--- src/rtl/uart_tx_scheduler_if.sv ---
// Bundle between the requesting blocks, the UART transmitter and uart_tx_scheduler.
// master is the scheduler side; slave is the requester/UART side.
interface uart_tx_scheduler_if #(
    parameter int NREQ    = 4,
    parameter int D_WIDTH = 13
);
    localparam int IDW = $clog2(NREQ);

    logic [NREQ-1:0]              req;
    logic [NREQ-1:0][D_WIDTH-1:0] req_data;
    logic [NREQ-1:0]              ack;
    logic                         tx_ena;
    logic [D_WIDTH-1:0]           tx_data;
    logic                         tx_busy;
    logic [IDW-1:0]               grant_id;
    logic                         sched_busy;
    logic                         err_tmo;

    modport master (
        input  req, req_data, tx_busy,
        output ack, tx_ena, tx_data, grant_id, sched_busy, err_tmo
    );

    modport slave (
        output req, req_data, tx_busy,
        input  ack, tx_ena, tx_data, grant_id, sched_busy, err_tmo
    );
endinterface

--- src/rtl/uart_tx_scheduler.sv ---
// Round-robin scheduler sharing one UART transmitter among NREQ requesters.
// One word per frame; next grant only after tx_busy falls plus GAP_CYCLES idle cycles.
module uart_tx_scheduler #(
    parameter int NREQ       = 4,
    parameter int D_WIDTH    = 13,
    parameter int GAP_CYCLES = 2,
    parameter int BUSY_TMO   = 4
) (
    input  logic                clk,
    input  logic                rst,
    uart_tx_scheduler_if.master bus
);
    localparam int IDW  = $clog2(NREQ);
    localparam int IDW1 = IDW + 1;

    localparam logic [2:0] S_IDLE      = 3'd0;
    localparam logic [2:0] S_LAUNCH    = 3'd1;
    localparam logic [2:0] S_WAIT_BUSY = 3'd2;
    localparam logic [2:0] S_WAIT_DONE = 3'd3;
    localparam logic [2:0] S_GAP       = 3'd4;

    localparam logic [3:0]     GAP_LOAD = (GAP_CYCLES == 0) ? 4'd0 : 4'(GAP_CYCLES - 1);
    localparam logic [3:0]     TMO_LAST = 4'(BUSY_TMO - 1);
    localparam logic [IDW1-1:0] NREQ_W  = IDW1'(NREQ);
    localparam logic [IDW-1:0]  LAST_ID = IDW'(NREQ - 1);

    if (NREQ < 2 || NREQ > 8) begin : g_bad_nreq
        $error("uart_tx_scheduler: NREQ must be 2..8");
    end
    if (GAP_CYCLES < 0 || GAP_CYCLES > 15) begin : g_bad_gap
        $error("uart_tx_scheduler: GAP_CYCLES must be 0..15");
    end
    if (BUSY_TMO < 1 || BUSY_TMO > 15) begin : g_bad_tmo
        $error("uart_tx_scheduler: BUSY_TMO must be 1..15");
    end

    logic [2:0]         state, state_nxt;
    logic [IDW-1:0]     ptr, ptr_nxt;
    logic [3:0]         tmo_cnt, tmo_cnt_nxt;
    logic [3:0]         gap_cnt, gap_cnt_nxt;
    logic [NREQ-1:0]    ack_nxt;
    logic               tx_ena_nxt;
    logic               err_tmo_nxt;
    logic [D_WIDTH-1:0] tx_data_nxt;
    logic [IDW-1:0]     grant_id_nxt;

    logic [NREQ-1:0][IDW-1:0] cand_idx;
    logic [NREQ-1:0]          cand_req;
    logic [IDW-1:0]           win;
    logic                     win_vld;

    // Offset g looks at requester (ptr+g) mod NREQ; ptr < NREQ so one subtract suffices.
    for (genvar g = 0; g < NREQ; g++) begin : g_rot
        logic [IDW1-1:0] sum;
        assign sum         = {1'b0, ptr} + IDW1'(g);
        assign cand_idx[g] = (sum >= NREQ_W) ? IDW'(sum - NREQ_W) : sum[IDW-1:0];
        assign cand_req[g] = bus.req[cand_idx[g]];
    end

    // Lowest offset wins, so the scan runs downward and the last hit sticks.
    always_comb begin
        win     = '0;
        win_vld = 1'b0;
        for (int i = NREQ - 1; i >= 0; i--) begin
            if (cand_req[i]) begin
                win     = cand_idx[i];
                win_vld = 1'b1;
            end
        end
    end

    always_comb begin
        state_nxt    = state;
        ptr_nxt      = ptr;
        tmo_cnt_nxt  = tmo_cnt;
        gap_cnt_nxt  = gap_cnt;
        ack_nxt      = '0;
        tx_ena_nxt   = 1'b0;
        err_tmo_nxt  = 1'b0;
        tx_data_nxt  = bus.tx_data;
        grant_id_nxt = bus.grant_id;

        case (state)
            S_IDLE: begin
                if (win_vld) begin
                    tx_data_nxt   = bus.req_data[win];
                    tx_ena_nxt    = 1'b1;
                    ack_nxt[win]  = 1'b1;
                    grant_id_nxt  = win;
                    ptr_nxt       = (win == LAST_ID) ? '0 : win + IDW'(1);
                    state_nxt     = S_LAUNCH;
                end
            end
            // req is deliberately ignored here: the winner may still hold req this cycle.
            S_LAUNCH: begin
                tmo_cnt_nxt = '0;
                state_nxt   = S_WAIT_BUSY;
            end
            S_WAIT_BUSY: begin
                if (bus.tx_busy) begin
                    state_nxt = S_WAIT_DONE;
                end else if (tmo_cnt == TMO_LAST) begin
                    err_tmo_nxt = 1'b1;
                    gap_cnt_nxt = GAP_LOAD;
                    state_nxt   = (GAP_CYCLES == 0) ? S_IDLE : S_GAP;
                end else begin
                    tmo_cnt_nxt = tmo_cnt + 4'd1;
                end
            end
            S_WAIT_DONE: begin
                if (!bus.tx_busy) begin
                    gap_cnt_nxt = GAP_LOAD;
                    state_nxt   = (GAP_CYCLES == 0) ? S_IDLE : S_GAP;
                end
            end
            S_GAP: begin
                if (gap_cnt == 4'd0) state_nxt = S_IDLE;
                else                 gap_cnt_nxt = gap_cnt - 4'd1;
            end
            default: state_nxt = S_IDLE;
        endcase
    end

    // sched_busy is registered from the next state so it lines up with state.
    always_ff @(posedge clk) begin
        if (!rst) begin
            state          <= S_IDLE;
            ptr            <= '0;
            tmo_cnt        <= '0;
            gap_cnt        <= '0;
            bus.ack        <= '0;
            bus.tx_ena     <= 1'b0;
            bus.tx_data    <= '0;
            bus.grant_id   <= '0;
            bus.sched_busy <= 1'b0;
            bus.err_tmo    <= 1'b0;
        end else begin
            state          <= state_nxt;
            ptr            <= ptr_nxt;
            tmo_cnt        <= tmo_cnt_nxt;
            gap_cnt        <= gap_cnt_nxt;
            bus.ack        <= ack_nxt;
            bus.tx_ena     <= tx_ena_nxt;
            bus.tx_data    <= tx_data_nxt;
            bus.grant_id   <= grant_id_nxt;
            bus.sched_busy <= (state_nxt != S_IDLE);
            bus.err_tmo    <= err_tmo_nxt;
        end
    end
endmodule

--- src/flat_wrapper.sv ---
// flat-port wrapper written by rule: the top's interface ports become plain ports
module uart_tx_scheduler_flat 
#(
    parameter int NREQ       = 4,
    parameter int D_WIDTH    = 13,
    parameter int GAP_CYCLES = 2,
    parameter int BUSY_TMO   = 4
)
  (clk, rst, bus_req, bus_req_data, bus_tx_busy, bus_ack, bus_tx_ena, bus_tx_data, bus_grant_id, bus_sched_busy, bus_err_tmo);
  uart_tx_scheduler_if #(.NREQ(NREQ), .D_WIDTH(D_WIDTH)) bus_i ();
  input  logic clk;
  input  logic rst;
  input wire logic [$bits(bus_i.req)-1:0] bus_req;
  input wire logic [$bits(bus_i.req_data)-1:0] bus_req_data;
  input wire logic [$bits(bus_i.tx_busy)-1:0] bus_tx_busy;
  output wire logic [$bits(bus_i.ack)-1:0] bus_ack;
  output wire logic [$bits(bus_i.tx_ena)-1:0] bus_tx_ena;
  output wire logic [$bits(bus_i.tx_data)-1:0] bus_tx_data;
  output wire logic [$bits(bus_i.grant_id)-1:0] bus_grant_id;
  output wire logic [$bits(bus_i.sched_busy)-1:0] bus_sched_busy;
  output wire logic [$bits(bus_i.err_tmo)-1:0] bus_err_tmo;
  assign bus_i.req = bus_req;
  assign bus_i.req_data = bus_req_data;
  assign bus_i.tx_busy = bus_tx_busy;
  assign bus_ack = bus_i.ack;
  assign bus_tx_ena = bus_i.tx_ena;
  assign bus_tx_data = bus_i.tx_data;
  assign bus_grant_id = bus_i.grant_id;
  assign bus_sched_busy = bus_i.sched_busy;
  assign bus_err_tmo = bus_i.err_tmo;
  uart_tx_scheduler #(.NREQ(NREQ), .D_WIDTH(D_WIDTH), .GAP_CYCLES(GAP_CYCLES), .BUSY_TMO(BUSY_TMO)) u_core (.clk(clk), .rst(rst), .bus(bus_i));
endmodule
--- config.mk ---
export PLATFORM = sky130hd
export DESIGN_NAME = uart_tx_scheduler_flat
export DESIGN_NICKNAME = d
export VERILOG_FILES = /design/src/rtl/uart_tx_scheduler_if.sv /design/src/rtl/uart_tx_scheduler.sv /design/src/flat_wrapper.sv
export SDC_FILE = /design/constraint.sdc
export NUM_CORES = 1
export LEC_CHECK = 0
export BUFFER_PORTS_ARGS = -buffer_cell sky130_fd_sc_hd__buf_2
export CAP_MARGIN = 20
export CELL_PAD_IN_SITES_DETAIL_PLACEMENT = 0
export CELL_PAD_IN_SITES_GLOBAL_PLACEMENT = 1
export CORE_UTILIZATION = 37
export DETAILED_ROUTE_END_ITERATION = 6
export PLACE_DENSITY_LB_ADDON = 0.2
export SLEW_MARGIN = 20
export SYNTH_ARGS = -nofsm -noshare
export SYNTH_HDL_FRONTEND = slang
export SYNTH_SLANG_ARGS = --single-unit
--- constraint.sdc ---
create_clock -name clk -period 3.2 [get_ports clk]
set_input_delay 0.32 -clock clk [delete_from_list [all_inputs] [get_ports clk]]
set_output_delay 0.32 -clock clk [all_outputs]
set_load 0.01 [all_outputs]
==> results of run 1 <==
[registers in the layout (all words and copies together), names as in the netlist]
| signal | count |
|---|---|
| u_core.state | 3 |
| u_core.bus.ack | 4 |
| u_core.ptr | 2 |
| u_core.gap_cnt | 4 |
| u_core.tmo_cnt | 4 |
| u_core.bus.grant_id | 2 |
| u_core.bus.tx_data | 13 |
| u_core.bus.err_tmo | 1 |
| u_core.bus.tx_ena | 1 |
| u_core.bus.sched_busy | 1 |
[worst paths after layout]
path / startpoint / endpoint / slack [ps] / depth (start not counted)
max reg2reg: u_core.ptr[1] / u_core.ptr[1] / 1140 / 5
min: bus_req_data[1] / u_core.bus.tx_data[1] / 330 / 3
min reg2reg: u_core.bus.tx_data[6] / u_core.bus.tx_data[6] / 480 / 2
max: u_core.ptr[1] / u_core.ptr[1] / 1140 / 5
[placed cells by master, fill, tap and decap left out, types with 2 or more instances in the layout]
| master | netlist | layout |
|---|---|---|
| a21boi_0 | 14 | 14 |
| a21oi_1 | 4 | 4 |
| a31oi_1 | 2 | 2 |
| and2_1 | 7 | 7 |
| and3_1 | 14 | 14 |
| buf_2 | 4 | 80 |
| clkbuf_8 | 0 | 6 |
| dfxtp_1 | 35 | 35 |
| ha_1 | 7 | 7 |
| inv_1 | 6 | 6 |
| mux2i_1 | 20 | 20 |
| nand2_1 | 16 | 16 |
| nand2b_1 | 3 | 3 |
| nand3_1 | 2 | 2 |
| nor2_1 | 8 | 8 |
| nor2b_1 | 9 | 9 |
| nor3_1 | 2 | 2 |
| nor3_4 | 2 | 2 |
| nor3b_1 | 2 | 2 |
| o211ai_1 | 13 | 13 |
| o21ai_0 | 17 | 17 |
| o221a_2 | 2 | 2 |
| or3b_1 | 2 | 2 |
| xor2_1 | 2 | 2 |
[through the flow]
stage / hold WS, ps / utilization, % / area, um^2
floorplan: 448 / - / 1960
global placement: 461 / 46.5 / 2380
detailed placement: 464 / 46.5 / 2380
CTS: 327 / 48.8 / 2490
global route: 331 / 48.8 / 2490
finish: 334 / 48.8 / 2490
[power breakdown]
group / internal [mW] / leakage, nW / switching (mW)
clock network: 0.252 / 0.0612 / 0.164
registers: 0.492 / 0.287 / 0.0343
logic: 0.167 / 0.812 / 0.192
total: 0.911 / 1.16 / 0.390
[cells in the mapped netlist, drive strengths merged (2+ instances only)]
master	n
a31oi	2
dfxtp	35
a21oi	5
nor3b	2
o21ai	18
and3	14
nor3	4
and2	8
a21boi	15
xor2	2
inv	6
clkbuf	5
mux2i	20
nor2	8
nand2	16
or3b	2
o211ai	13
nand2b	3
nand3	2
o221a	2
nor2b	9
buf	7
ha	7
[per-layer routing]
layer | track usage, % | vias to the layer above
met5 | 0 | -
met4 | 5.66 | 0
met3 | 4.82 | 6
met2 | 26.1 | 51
met1 | 19.6 | 794
li1 | - | 923
[area by class of cell]
class                      count  area [um^2]
fill                         505         2610
multi-input combinational    162         1160
sequential                    35          701
timing repair buffer          81          408
tap                           70         87.6
clock buffer                   6         82.6
clock inverter                 2         35.0
inverter                       6         22.5
[worst register-to-register path, cell delays in order, from the launching register on]
cell,delay (ps)
dfxtp_1,440
or3b_1,560
and2_4,480
ha_1,300
mux2i_1,130
nor2b_1,60
[kinds of logic (layout without fill, tap and decap cells)]
group | Yosys count | in the layout | synth area share [%]
compound gates | 62 | 62 | 21.5
xor+xnor | 2 | 2 | 0.895
fa+ha+maj | 7 | 7 | 4.47
buf+inv | 18 | 95 | 5.11
flops | 35 | 35 | 35.8
mux | 20 | 20 | 10.2
simple gates | 71 | 71 | 22.0
==> reports/metrics.cfg, run 1 <==
[run_status]
status = complete, no violations

[synth]
ys_seq_area_share_pct = 35.8
synth-seq-cells = 35
yosys.cell_types.count = 41
syn_nets = 281
synth_top_cells_by_area = dfxtp_1, mux2i_1, a21boi_0, o211ai_1, and3_1
synthCells = 215
synth_ff_type = dfxtp_1
synth-edff-count = 0
yosys_warnings = 0
avgSynthCellArea_um2 = 9.11
async_reset_ff_share_pct = 0
synth_top_area_share_pct = 35.8
syn_area_um2 = 1960
synth_top_cell_by_area = dfxtp_1

[die]
die_h_um = 74.7
rows = 26
die_w_um = 74.7
dieArea_um2 = 5590
core-area_um2 = 5110
ios = 81
start_util_pct = 38.3

[global_routing]
grt_overflow = 0
antenna_found_initial = 0
grt_use_total_pct = 15.9
grt_pass1_wl_um = 6640
grt_pass1_vias = 1483
grt_max_degree = 28

[routing]
top_layer_used = met4
wl_met1_um = 2040
drt_iter0_drc = 47
wl_met3_um = 211
drc = 0
drtPass1Iterations = 5
ant_nets = 0
dr_wl_met2_um = 2060
via_count = 1774
avgViaCountPerCell = 4.90
avgRoutedWirePerCell_um = 12.1
wl_um = 4370

[clock_network]
clkLatencyLatePin_ps = 290
clockRootBuffer = clkbuf_8
cts_tree = built
clk_path_buf_depth = 2
numCtsBuffers = 5
cts_max_level = 2
cts.sinks = 35
cts.reportedPaths.clkPinSlew_ps = 70
cts_resized = 0
cts_setup_buffers = 0
hold_buffers = 0

[run]
max-cap-violations = 0

[power_and_ir_drop]
ir_drop_mv = 0.238
p_leak_nw = 1.16
power_density_nw_per_um2 = 522
fin_total_pwr_mw = 1.30

[layout]
fin_cells = 362
nets = 357
areaGrowthSynthToFinish_pct = 27.3
drive_gt1_share_pct = 33.9
diodes = 0

[critical_path]
slowest_delay_ps = 560
worst-path-buf-inv = 0
crit_slowest_cell = or3b_1
critPathArrivalTime_ps = 2250
crit_chain = or3b_1, and2_4, ha_1, mux2i_1, nor2b_1
endpoint_kind = flop
cp-start-kind = flop
critical_path_class = reg2reg
required_ps = 3380
crit_family = simple AND/OR/NAND/NOR gates
path_max_fanout = 27

[sta]
fin_skew_ps = 3.53
rsz0062_at_grt = no
setup-tns-final_ps = 0
slew_headroom_pct = 57.9
setup_viol = 0
clock.fmax_mhz = 484
tightest_slew_ps = 632
finalWorstSetupSlack_ps = 1140
hold_viol_final = 0
fin_crit_sh_pct = 64.5
period_needed_ps = 2060
report.final.slew_viol_count = 0

[min_path]
worstHoldPathType = in2reg

[place]
place_ws_ps = 1100
dp.cells = 354
io_buffers = 80
gp_congestion = 0.742
dp_hpwl_um = 3180

(Power assumes the default switching activity.)
==> run 2: changes to the inputs <==
Settings changed: CORE_UTILIZATION 37 to 35.
Clock period 3.2 ns to 1.9 ns, I/O delays scaled along.
==> run 2 against run 1 <==
Compared with the run above: register-to-register slack worse by 1000 ps; sequential share of layout area is 0.43 points lower; count of clock-buffer cells in the layout is 1 higher; worst hold slack worse by 120 ps; critical path depth is 1 higher; die area is 5.6% higher; design area is 1.6% higher; highest routed layer unchanged; global-route usage is 0.32 points higher; wire length is 3.9% higher; critical path type unchanged; maximum frequency is 17% higher; cell count is 2.8% higher; clock power is 23% higher.
==> reports/metrics.cfg, run 2 (synthesized netlist as in run 1, its figures left out) <==
[run]
max-cap-violations = 0  ; unchanged

[critical_path]
crit_chain = ha_1, nor3b_1, o21ba_2, a31oi_1, mux2i_1, and2_1
endpoint_kind = flop
r2r-end = u_core.gap_cnt[0]
path_max_fanout = 5  ; -81%
r2r_slack_ps = 130  ; -1000 ps
critical_path_class = reg2reg
r2r-start = u_core.tmo_cnt[0]
r2r_cells = 6  ; +1
critPathArrivalTime_ps = 1950  ; -300 ps
cp-start-kind = flop
required_ps = 2080  ; -1300 ps
crit_slowest_cell = a31oi_1
slowest_delay_ps = 440  ; -120 ps

[clock_network]
cts_resized = 0  ; unchanged
cts.sinks = 35  ; unchanged
clockRootBuffer = clkbuf_8
cts.reportedPaths.clkPinSlew_ps = 70  ; about the same
hold_buffers = 0  ; unchanged
cts_tree = built
clkLatencyLatePin_ps = 280  ; about the same
numCtsBuffers = 5  ; unchanged
cts_max_level = 2  ; unchanged
cts_setup_buffers = 0  ; unchanged
clk_path_buf_depth = 2  ; unchanged

[global_routing]
antenna_found_initial = 0  ; unchanged
grt_pass1_vias = 1621  ; +9.3%
grt_overflow = 0  ; unchanged
grt_pass1_wl_um = 7680  ; +16%
grt_use_total_pct = 16.2  ; +0.32 points
grt_max_degree = 27  ; -3.6%

[min_path]
hold_start = bus_req_data[1]
whs_path_depth = 3  ; unchanged
worstHoldEndpoint = u_core.bus.tx_data[1]
worstHoldPathType = in2reg

[sta]
fin_skew_ps = 4.11  ; +0.585 ps
fin_crit_sh_pct = 93.1  ; +29 points
setup_viol = 0  ; unchanged
finalWorstSetupSlack_ps = 131  ; -1000 ps
clock.fmax_mhz = 565  ; +17%
setup-tns-final_ps = 0  ; unchanged
report.final.slew_viol_count = 0  ; unchanged
rsz0062_at_grt = no
tightest_slew_ps = 536  ; -95.6 ps
whs_ps = 212  ; -122 ps
slew_headroom_pct = 64.1  ; +6.2 points
hold_viol_final = 0  ; unchanged
period_needed_ps = 1770  ; -295 ps

[routing]
via_count = 1792  ; +1.0%
wl_um = 4550  ; +3.9%
avgRoutedWirePerCell_um = 12.2  ; +1.1%
drtPass1Iterations = 4  ; -1
ant_nets = 0  ; unchanged
avgViaCountPerCell = 4.82  ; -1.7%
drc = 0  ; unchanged
drt_iter0_drc = 52  ; +11%

[power_and_ir_drop]
p_sw_mw = 0.642  ; +64%
sw_frac_of_total_pct = 31.4  ; +1.4 points
p_int_mw = 1.40  ; +54%
p_leak_nw = 1.19  ; +2.5%
fin_total_pwr_mw = 2.05  ; +57%
power_density_nw_per_um2 = 808  ; +55%
p_clk_share_pct = 25.0  ; -7.0 points
ir_drop_mv = 0.320  ; +34%
p_seq_share_pct = 43.4  ; +3.0 points
combinationalPowerShare_pct = 31.6  ; +4.0 points

[die]
rows = 26  ; unchanged
dieArea_um2 = 5900  ; +5.6%
die_h_um = 76.8  ; +2.7%
die_w_um = 76.8  ; +2.7%
ios = 81  ; unchanged
core-area_um2 = 5240  ; +2.5%
start_util_pct = 37.4  ; -0.95 points

[layout]
largest_register_ff_count = 13  ; unchanged
areaGrowthSynthToFinish_pct = 29.3
drive_gt1_share_pct = 35.4  ; +1.5 points
fin_cells = 372  ; +2.8%
final_common_cell = buf_2
stdcell_area_um2 = 2530  ; +1.6%
regMostFlops = u_core.bus.tx_data
utilization_pct = 48.4  ; -0.47 points
diodes = 0  ; unchanged
mostFrequentLayoutCells = buf_2, dfxtp_1, mux2i_1
fillers = 543  ; +7.5%
nets = 367  ; +2.8%

[place]
dp.cells = 364  ; +2.8%
place_ws_ps = 156  ; -942 ps
io_buffers = 80  ; unchanged
dp_hpwl_um = 3430  ; +7.7%
gp_congestion = 0.757  ; +2.0%
place_area_um2 = 2450  ; +3.2%

[run_status]
status = complete, no violations

[run 2: worst max-delay path: cells and delay by family, from the launching register on]
| kind | cells | cell delay (ps) |
|---|---|---|
| AOI/OAI and AO/OA | 2 | 650 |
| adders and majority gates | 1 | 210 |
| DFF | 1 | 330 |
| muxes | 1 | 140 |
| and+or+nand+nor | 2 | 340 |
[run 2: area by class of cell]
type	instances	area, um^2	share of cell area [%]
Clock inverter	1	5.00	0.198
Clock buffer	7	76.3	3.01
Tap cell	70	87.6	3.46
Timing Repair Buffer	91	483	19.1
Inverter	6	22.5	0.889
Multi-Input combinational cell	162	1160	45.7
Sequential cell	35	701	27.7
[run 2: power groups by stage]
stage | registers [mW] | clock network [mW] | logic [mW]
floorplan | 0.931 | 0 | 0.403
global placement | 0.904 | 0 | 0.649
finish | 0.889 | 0.511 | 0.646
CTS | 0.888 | 0.543 | 0.657
detailed placement | 0.904 | 0 | 0.655
global route | 0.898 | 0.572 | 0.729
[run 2: how the worst max path moves through the flow]
| stage | from | to |
|---|---|---|
| after floorplan | u_core.ptr[1] | u_core.ptr[1] |
| after global placement | u_core.tmo_cnt[0] | u_core.gap_cnt[0] |
| after detailed placement | u_core.tmo_cnt[0] | u_core.gap_cnt[0] |
| after CTS | u_core.tmo_cnt[0] | u_core.gap_cnt[0] |
| after global routing | u_core.tmo_cnt[0] | u_core.gap_cnt[0] |
| final | u_core.tmo_cnt[0] | u_core.gap_cnt[0] |
[run 2: metal layers]
metal  GRT usage (%)  share of wire [%]
met1            22.0                 48
met2            24.6                 46
met5               0                  0
met3            5.00                5.2
met4            4.04               0.42
